$ cat config.mk
export PLATFORM = sky130hd
export DESIGN_NAME = boot_loader
export DESIGN_NICKNAME = d
export VERILOG_FILES = /design/src/rtl/twitchcore_pkg.sv /design/src/rtl/boot_loader.sv
export SDC_FILE = /design/constraint.sdc
export NUM_CORES = 1
export LEC_CHECK = 0
export BUFFER_PORTS_ARGS = -buffer_cell sky130_fd_sc_hd__buf_4
export CAP_MARGIN = 20
export CORE_ASPECT_RATIO = 0.75
export CORE_MARGIN = 10
export CORE_UTILIZATION = 40
export CTS_CLUSTER_SIZE = 14
export DETAILED_ROUTE_END_ITERATION = 12
export GPL_TIMING_DRIVEN = 0
export PLACE_DENSITY = 0.62
export REMOVE_ABC_BUFFERS = 1
export SLEW_MARGIN = 10
export SYNTH_ARGS = -nofsm -noshare
export SYNTH_HDL_FRONTEND = slang
export SYNTH_SLANG_ARGS = --single-unit
$ cat constraint.sdc
create_clock -name clk -period 4.9 [get_ports clk]
set_clock_uncertainty 0.15 [all_clocks]
set_input_delay 0.49 -clock clk [delete_from_list [all_inputs] [get_ports clk]]
set_output_delay 0.49 -clock clk [all_outputs]
set_load 0.05 [all_outputs]
$ cat src/rtl/twitchcore_pkg.sv
// Shared definitions for the twitchcore boot path.
// Contents: RAM address width, default frame sync byte, loader state type
// and small state-classification helpers used by the boot loader.
package twitchcore_pkg;

    localparam int         RAM_AW     = 14;
    localparam logic [7:0] BOOT_MAGIC = 8'hA5;

    typedef enum logic [2:0] {
        SYNC,
        LEN0,
        LEN1,
        DATA,
        CSUM,
        DONE,
        ERR
    } loader_state_t;

    // States in which the byte link is open.
    function automatic logic accepts_bytes(input loader_state_t s);
        return s inside {SYNC, LEN0, LEN1, DATA, CSUM};
    endfunction

    // States in which the inter-byte idle timer runs.
    function automatic logic timer_active(input loader_state_t s);
        return s inside {LEN0, LEN1, DATA, CSUM};
    endfunction

endpackage

$ cat src/rtl/boot_loader.sv
// Boot loader: receives a framed program image over a byte stream, writes
// it word-by-word into the core RAM and keeps the core in reset until the
// image is loaded and its XOR checksum verified.
//
// Frame: MAGIC, LEN_LO, LEN_HI (word count N), 4*N payload bytes (LSB first
// per word), CSUM (XOR of all payload bytes).
//
// Ports:
//   clk        clock
//   resetn     synchronous reset, active-low
//   in_valid   in_byte valid
//   in_ready   loader accepts a byte (transfer on in_valid && in_ready)
//   in_byte    stream byte
//   restart    pulse; from DONE/ERR returns to SYNC
//   mem_we     one-cycle RAM write strobe
//   mem_addr   RAM byte address (word-aligned)
//   mem_wdata  assembled little-endian write word
//   core_hold  1 = keep core in reset
//   done       image loaded and checksum matched
//   error      frame rejected
module boot_loader
    import twitchcore_pkg::*;
#(
    parameter logic [RAM_AW-1:0] BASE_ADDR = 14'h0000,
    parameter int unsigned       MAX_WORDS = 4096,
    parameter int unsigned       TIMEOUT   = 65535,
    parameter logic [7:0]        MAGIC     = BOOT_MAGIC
) (
    input  logic              clk,
    input  logic              resetn,
    input  logic              in_valid,
    output logic              in_ready,
    input  logic [7:0]        in_byte,
    input  logic              restart,
    output logic              mem_we,
    output logic [RAM_AW-1:0] mem_addr,
    output logic [31:0]       mem_wdata,
    output logic              core_hold,
    output logic              done,
    output logic              error
);

    localparam int unsigned     TW            = $clog2(TIMEOUT + 1);
    localparam logic [TW-1:0]   TIMEOUT_LIMIT = TW'(TIMEOUT);
    localparam logic [16:0]     MAX_N         = 17'(MAX_WORDS);

    loader_state_t     state_q, state_d;
    logic              rdy_q, rdy_d;
    logic              we_q, we_d;
    logic [RAM_AW-1:0] addr_q, addr_d;
    logic [31:0]       word_q, word_d;
    logic [7:0]        csum_q, csum_d;
    logic [15:0]       len_q, len_d;
    logic [15:0]       words_q, words_d;
    logic [1:0]        lane_q, lane_d;
    logic [TW-1:0]     tmo_q, tmo_d;

    logic              fire;
    logic              restart_ok;
    logic [15:0]       n_word;
    logic [TW-1:0]     tmo_inc;

    assign fire       = in_valid && rdy_q;
    assign restart_ok = restart && (state_q inside {DONE, ERR});
    assign n_word     = {in_byte, len_q[7:0]};
    assign tmo_inc    = tmo_q + TW'(1);

    // ---------------- state register ----------------
    always_ff @(posedge clk) begin
        if (!resetn) begin
            state_q <= SYNC;
        end else begin
            state_q <= state_d;
        end
    end

    // ---------------- next-state logic ----------------
    always_comb begin
        state_d = state_q;
        case (state_q)
            SYNC: if (fire && in_byte == MAGIC) state_d = LEN0;
            LEN0: if (fire) state_d = LEN1;
            LEN1: begin
                if (fire) begin
                    if ({1'b0, n_word} > MAX_N) state_d = ERR;
                    else if (n_word == 16'd0)   state_d = CSUM;
                    else                        state_d = DATA;
                end
            end
            DATA: begin
                if (fire && lane_q == 2'd3 && (words_q + 16'd1) == len_q)
                    state_d = CSUM;
            end
            CSUM: if (fire) state_d = (in_byte == csum_q) ? DONE : ERR;
            DONE: if (restart) state_d = SYNC;
            ERR:  if (restart) state_d = SYNC;
            default: state_d = SYNC;
        endcase
        // An accepted byte always resets the idle timer, so it wins over expiry.
        if (timer_active(state_q) && !fire && tmo_inc == TIMEOUT_LIMIT)
            state_d = ERR;
    end

    // ---------------- output logic ----------------
    // in_ready is registered from the next state so it drops together with
    // the entry into DONE/ERR and stays low through the reset cycle.
    always_comb begin
        rdy_d     = accepts_bytes(state_d);
        core_hold = (state_q != DONE);
        done      = (state_q == DONE);
        error     = (state_q == ERR);
    end

    assign in_ready  = rdy_q;
    assign mem_we    = we_q;
    assign mem_addr  = addr_q;
    assign mem_wdata = word_q;

    // ---------------- datapath: assembler, checksum, timer ----------------
    always_comb begin
        we_d    = 1'b0;
        word_d  = word_q;
        csum_d  = csum_q;
        len_d   = len_q;
        words_d = words_q;
        lane_d  = lane_q;
        tmo_d   = (timer_active(state_q) && !fire) ? tmo_inc : '0;
        // Address steps past a word the cycle after its strobe, so the
        // strobe cycle presents the word's own address.
        addr_d  = we_q ? addr_q + RAM_AW'(4) : addr_q;

        case (state_q)
            SYNC: begin
                if (fire && in_byte == MAGIC) begin
                    csum_d  = '0;
                    words_d = '0;
                    lane_d  = '0;
                end
            end
            LEN0: if (fire) len_d = {8'h00, in_byte};
            LEN1: if (fire) len_d = n_word;
            DATA: begin
                if (fire) begin
                    word_d = {in_byte, word_q[31:8]};
                    csum_d = csum_q ^ in_byte;
                    lane_d = lane_q + 2'd1;
                    if (lane_q == 2'd3) begin
                        we_d    = 1'b1;
                        words_d = words_q + 16'd1;
                    end
                end
            end
            default: ;
        endcase

        if (restart_ok) begin
            addr_d  = BASE_ADDR;
            csum_d  = '0;
            words_d = '0;
            lane_d  = '0;
        end
    end

    always_ff @(posedge clk) begin
        if (!resetn) begin
            rdy_q   <= 1'b0;
            we_q    <= 1'b0;
            addr_q  <= BASE_ADDR;
            word_q  <= '0;
            csum_q  <= '0;
            len_q   <= '0;
            words_q <= '0;
            lane_q  <= '0;
            tmo_q   <= '0;
        end else begin
            rdy_q   <= rdy_d;
            we_q    <= we_d;
            addr_q  <= addr_d;
            word_q  <= word_d;
            csum_q  <= csum_d;
            len_q   <= len_d;
            words_q <= words_d;
            lane_q  <= lane_d;
            tmo_q   <= tmo_d;
        end
    end

endmodule

==> summary.md, run 1 <==
| Metric | Value |
|---|---|
| DR WL/cell | 15.9 um |
| Resize count post-CTS | 0 |
| Crit. End Element | register |
| Fill count | roughly 1.3k |
| FF-to-FF End | in_ready |
| Multi-input combinational cell area | 0.00316 mm2 |
| WHS Endpoint | len_q[5] |
| DIE AREA | 0.0190 mm2 |
| Hold path startpoint | in_byte[5] |
| Gpl congestion | approximately 0.9 |
| Initial drt markers | 350 |
| Kind of critical path | reg -> reg |
| Worst-margin pin slew | roughly 740 ps |
| Area Overhead vs Synth | 14.9% |
| Clk buf depth | 2 |
| Req. time, crit path | about 5100 ps |
| Worst min path class | in -> reg |
| Number of hold buffers added after cts | 0 |
| Rows | 37 |
| Relative slew slack | 0.505 |
| Reg2reg start | words_q[0] |
| Top achievable clock speed | about 320 MHz |
| DPL Wire Length | around 10 mm |
| Seq. cell area | 0.00214 mm2 |
| Number of flops mapped to enable cells by yosys | 0 |
| Remaining antenna violation count | 0 |
| CP Launch Type | register |
| FF-to-FF path depth | 8 |
| DIE HEIGHT | 122 um |
| N_diodes | 0 |
| Sequential fraction of the synthesis area | 0.386 |
| Core area | 0.0137 mm2 |
| GRT Overall Usage | 0.149 |
| Layout cells sized above 1 | 0.135 |
| Worst hold stages | 3 |
| Post-synth cell types | 63 |
| Clock Pin Slew Worst Setup and Hold Paths | roughly 80 ps |
| Inserted Clock Buffers | 9 |
| Slew Viols, Final | 0 |
| First-pass GRT wire length | 23.2 mm |
| Post-layout nets | 731 |
| Hold WS | approximately 290 ps |
| Root buffer cell | clkbuf_16 |
| Status | finished, final reports clean |
| CTS tree | built |
| Post-synthesis cell count | 691 |
| Initial Util | 0.406 |
| Pin count of the biggest net entering global routing | 57 |
| Post-synth ARST share | 0 |
| # DRC | 0 |
| Finished Cell Area | roughly 0.0064 mm2 |
| Avg Vias per Cell | 5.47 |
| Port Buf Inserts | 60 |
| Synthesized area per cell | 8.02 um2 |
| Fin crit period | 3170 ps |
| Antenna violations before repair | 0 |
| RSZ-0062 raised after global routing | no |
| Die X | 156 um |
| CTS sink count | 107 |
| GRT overflow | 0 |
| Total Wirelength | roughly 14 mm |
| Mapped cell area | 0.00554 mm2 |
| Critical Path AT | around 3300 ps |
| Cell Area, Placed | about 0.0061 mm2 |
| Boundary Pins | between 60 and 70 |
| Pre-antenna DRT Iters | 5 |
| Most common cell after layout, fill and taps aside | nand2_1 |
| Max-cap violations | 0 |
| Synth warnings | 0 |
| P per Cell Area | 258 mW/mm2 |
| FF+latch count, synth | 107 |
| Post-CTS Repair Setup Buffers | 0 |
| Routed vias | 4,890 |
| Final Hold Viols | 0 |
| Final core occ | 0.466 |
| Critical Path Fanout Max | 9 |
| Final setup vio count | 0 |
| Peak supply drop | 0.155 mV |
| Final period util | 0.646 |
| R2r setup slk | 1730 ps |
| Main synth FF type | dfxtp_1 |
| Clk_lat worst skew | between 300 and 400 ps |
| Number of global-route vias before repair | 4,595 |
| Most frequent cells in the layout | nand2_1 (117), dfxtp_1 (107), nor2_1 (69), buf_4 (60), a21boi_0 (42) |
| Pleak | 0.00225 uW |
| H-Tree Depth | 3 |
## how the worst max path moves through the flow
stage / from / end / slack, ps / depth (start not counted)
after floorplan: in_ready / words_q[10] / 1020 / 6
after global placement: in_valid / words_q[3] / -530 / 7
after detailed placement: words_q[0] / in_ready / 1810 / 7
after CTS: words_q[0] / in_ready / 1780 / 7
after global routing: words_q[0] / in_ready / 1480 / 8
final: words_q[0] / in_ready / 1730 / 8
## through the flow
stage	cells	power (uW)	TNS, ps	setup WS (ps)
finish	894	1640	0	1730
global route	894	1700	0	1480
CTS	894	1660	0	1780
detailed placement	878	944	0	1810
global placement	875	939	-7390	-530
floorplan	640	912	0	1020
## flip-flops by register name, summed over array words and instances, names as in the netlist
name and flops:
mem_wdata 32, len_q 16, tmo_q 16, words_q 16
mem_addr 12, csum_q 8, state_q 3, lane_q 2
in_ready 1, mem_we 1
## cells by family (layout without fill, tap and decap cells)
family	Yosys count	count (layout)	share of synthesized area
DFF	107	107	0.386
xor gates and xnor gates	53	53	0.0837
adders and majority gates	5	5	0.0113
muxes	4	4	0.00745
and+or+nand+nor	316	316	0.284
AOI/OAI and AO/OA	144	144	0.178
other	1	2	0.000677
buffers and inverters	61	88	0.0485
## worst max-delay path, cell delays in order (launching register included)
cell and delay (ps):
dfxtp_1 560, ha_1 460, nand3_4 180, nor3_1 390, a2111oi_0 200, a2111oi_2 460
o2111a_1 380, nand2b_1 160, a32o_2 170
## cell usage after synthesis, types with 10 or more instances
master | n | share of area
a22oi_1 | 10 | 0.014
a21boi_0 | 42 | 0.057
o21ai_0 | 24 | 0.022
nand2_1 | 117 | 0.079
xnor2_1 | 25 | 0.040
dfxtp_1 | 107 | 0.39
nor3_1 | 16 | 0.014
nor2_1 | 70 | 0.047
a21oi_1 | 30 | 0.027
clkbuf_1 | 31 | 0.021
nor2b_1 | 12 | 0.014
nand3_1 | 25 | 0.023
nand4_1 | 13 | 0.015
xor2_1 | 28 | 0.044
## report_power, final
part / leakage (uW) / switching (uW) / internal, uW
Clock: 0.000138 / 360 / 359
Combinational: 0.00126 / 35.3 / 18.5
Sequential: 0.000862 / 1.05 / 869
Total: 0.00225 / 396 / 1250
## area by class of cell
| type | instances | area share |
|---|---|---|
| multi-input combinational | 524 | 0.496 |
| tap | 175 | 0.0344 |
| clock inverter | 7 | 0.0108 |
| timing repair buffer | 63 | 0.0814 |
| inverter | 9 | 0.00531 |
| clock buffer | 9 | 0.0354 |
| sequential | 107 | 0.336 |
## routing by layer
metal / share of wire / GRT usage
met3: 0.057 / 0.0391
met4: 0.0090 / 0.0388
met1: 0.50 / 0.208
met2: 0.43 / 0.224
met5: 0 / 0
Note: power is estimated with default switching activity, not from simulation.
==> run 2, diff against run 1 <==
--- a/config.mk
+++ b/config.mk
@@ -13,7 +13,7 @@
 export CTS_CLUSTER_SIZE = 14
 export DETAILED_ROUTE_END_ITERATION = 12
 export GPL_TIMING_DRIVEN = 0
-export PLACE_DENSITY = 0.62
+export PLACE_DENSITY = 0.64
 export REMOVE_ABC_BUFFERS = 1
 export SLEW_MARGIN = 10
 export SYNTH_ARGS = -nofsm -noshare
==> constraint.sdc (replaced) <==
create_clock -name clk -period 2.7 [get_ports clk]
set_clock_uncertainty 0.15 [all_clocks]
set_input_delay 0.27 -clock clk [delete_from_list [all_inputs] [get_ports clk]]
set_output_delay 0.27 -clock clk [all_outputs]
set_load 0.05 [all_outputs]
==> summary.md, run 2 (synthesis results as in run 1) <==
| Metric | Value |
|---|---|
| Top achievable clock speed | 390 MHz |
| Area Overhead vs Synth | 17.3% |
| Largest register FFs | 32 |
| Fin worst setup slack | 135 ps |
| Inserted Clock Buffers | 9 |
| DPL Wire Length | 9.81 mm |
| Req. time, crit path | 2790 ps |
| GRT Overall Usage | 0.139 |
| Remaining antenna violation count | 0 |
| Root buffer cell | clkbuf_16 |
| Status | finished, final reports clean |
| Dpl ws | -348 ps |
| Clk buf depth | 2 |
| DR WL/cell | approximately 15 um |
| DIE HEIGHT | 122 um |
| Layout cells sized above 1 | 0.158 |
| Clk_lat worst skew | 350 ps |
| Number of hold buffers added after cts | 0 |
| Routed vias | 4,931 |
| Fill count | 1,276 |
| Pre-antenna DRT Iters | 5 |
| Final period util | 0.950 |
| Switching Share | 0.231 |
| Number of global-route vias before repair | 4,443 |
| Antenna violations before repair | 0 |
| Crit. End Element | register |
| Critical Path Fanout Max | 9 |
| Post-layout nets | 734 |
| Avg Vias per Cell | about 5.5 |
| Most common cell after layout, fill and taps aside | nand2_1 |
| Most frequent cells in the layout | nand2_1 (116), dfxtp_1 (101), nor2_1 (69), buf_4 (63), a21boi_0 (42) |
| Core area | ~0.014 mm2 |
| Worst min path class | in -> reg |
| P per Cell Area | 469 mW/mm2 |
| Final Hold Viols | 0 |
| Clock Pin Slew Worst Setup and Hold Paths | approximately 80 ps |
| Die X | 156 um |
| Slew Viols, Final | 0 |
| CTS sink count | 107 |
| Reg power frac | 0.517 |
| Gpl congestion | between 0.9 and 1 |
| DIE AREA | roughly 0.019 mm2 |
| Fin crit period | 2570 ps |
| N_diodes | 0 |
| Combinational share of power | 0.031 |
| # DRC | 0 |
| Initial drt markers | 392 |
| Total Wirelength | 13.9 mm |
| RSZ-0062 raised after global routing | no |
| Seq. cell area | between 0.002 and 0.0025 mm2 |
| Initial Util | 0.406 |
| Rows | 37 |
| Kind of critical path | reg -> reg |
| First-pass GRT wire length | 22.1 mm |
| CTS tree | built |
| H-Tree Depth | 3 |
| Boundary Pins | 63 |
| Final setup vio count | 0 |
| Int Power | between 2000 and 2500 uW |
| Pin count of the biggest net entering global routing | 57 |
| Port Buf Inserts | 60 |
| CP Launch Type | register |
| Pleak | 0.00230 uW |
| Critical Path AT | 2660 ps |
| Worst-margin pin slew | around 630 ps |
| Max-cap violations | 0 |
| Relative slew slack | 0.574 |
| GRT overflow | 0 |
| Peak supply drop | between 0.3 and 0.4 mV |
| Clock power share | 0.451 |
| Switch Pwr | slightly above 700 uW |
| Multi-input combinational cell area | 0.00324 mm2 |
| Tot Pwr | around 3000 uW |
[run 2: through the flow]
step                      std cells  setup TNS (ps)  area (um2)  utilization  hold slack, ps
final                           897               0        6500        0.476            92.6
after global routing            897               0        6500        0.476            93.1
after floorplan                 640          -28590        5310            -             247
after global placement          875          -99030        5980        0.438             300
after detailed placement        878           -1240        6080        0.445             308
after CTS                       894               0        6410        0.470            83.8
[run 2: path summary, 6_finish.rpt]
kind | end | start | depth (start not counted) | slack, ps
worst max-delay path | state_q[0] | words_q[0] | 7 | 130
worst min-delay path | mem_wdata[25] | in_byte[1] | 3 | 90
worst max register to register | state_q[0] | words_q[0] | 7 | 130
worst min register to register | mem_wdata[0] | mem_wdata[0] | 2 | 320
[run 2: area by class of cell]
| type | count | share of cell area |
|---|---|---|
| clock buffer | 9 | 0.0346 |
| sequential | 107 | 0.331 |
| clock inverter | 7 | 0.0127 |
| inverter | 9 | 0.00520 |
| timing repair buffer | 66 | 0.0843 |
| tap | 175 | 0.0337 |
| multi-input combinational | 524 | 0.498 |
[run 2: timing repair]
| item | in CTS | in global routing |
|---|---|---|
| resized for setup | 7 | 14 |
| pin swaps | 0 | 2 |
| hold endpoints to repair | 0 | 0 |
| setup endpoints to repair | 4 | 11 |
| buffers inserted | 0 | 3 |
[run 2: worst max-delay path: stages, from the launching register on]
cell and delay [ps]:
dfxtp_4 430, ha_4 200, nand3_4 150, or4_4 570, a2111oi_4 390, o2111a_1 290
o21ai_0 80, and3_1 180
[run 2: power by group through the flow]
| stage | registers (uW) | logic, uW | clock network, uW |
|---|---|---|---|
| 6_report | 1580 | 95.9 | 1380 |
| 5_1_grt | 1580 | 102 | 1480 |
| 4_1_cts | 1580 | 94.9 | 1410 |
| 3_5_place_dp | 1620 | 94.6 | 0 |
| 3_3_place_gp | 1620 | 87.0 | 0 |
| 2_1_floorplan | 1620 | 36.1 | 0 |
[run 2: routing by layer]
metal | vias to the layer above | share of wire | track usage
li1 | 2446 | - | -
met1 | 2326 | 0.48 | 0.186
met2 | 147 | 0.45 | 0.221
met3 | 12 | 0.060 | 0.0345
met4 | 0 | 0.0072 | 0.0347
met5 | - | 0 | 0
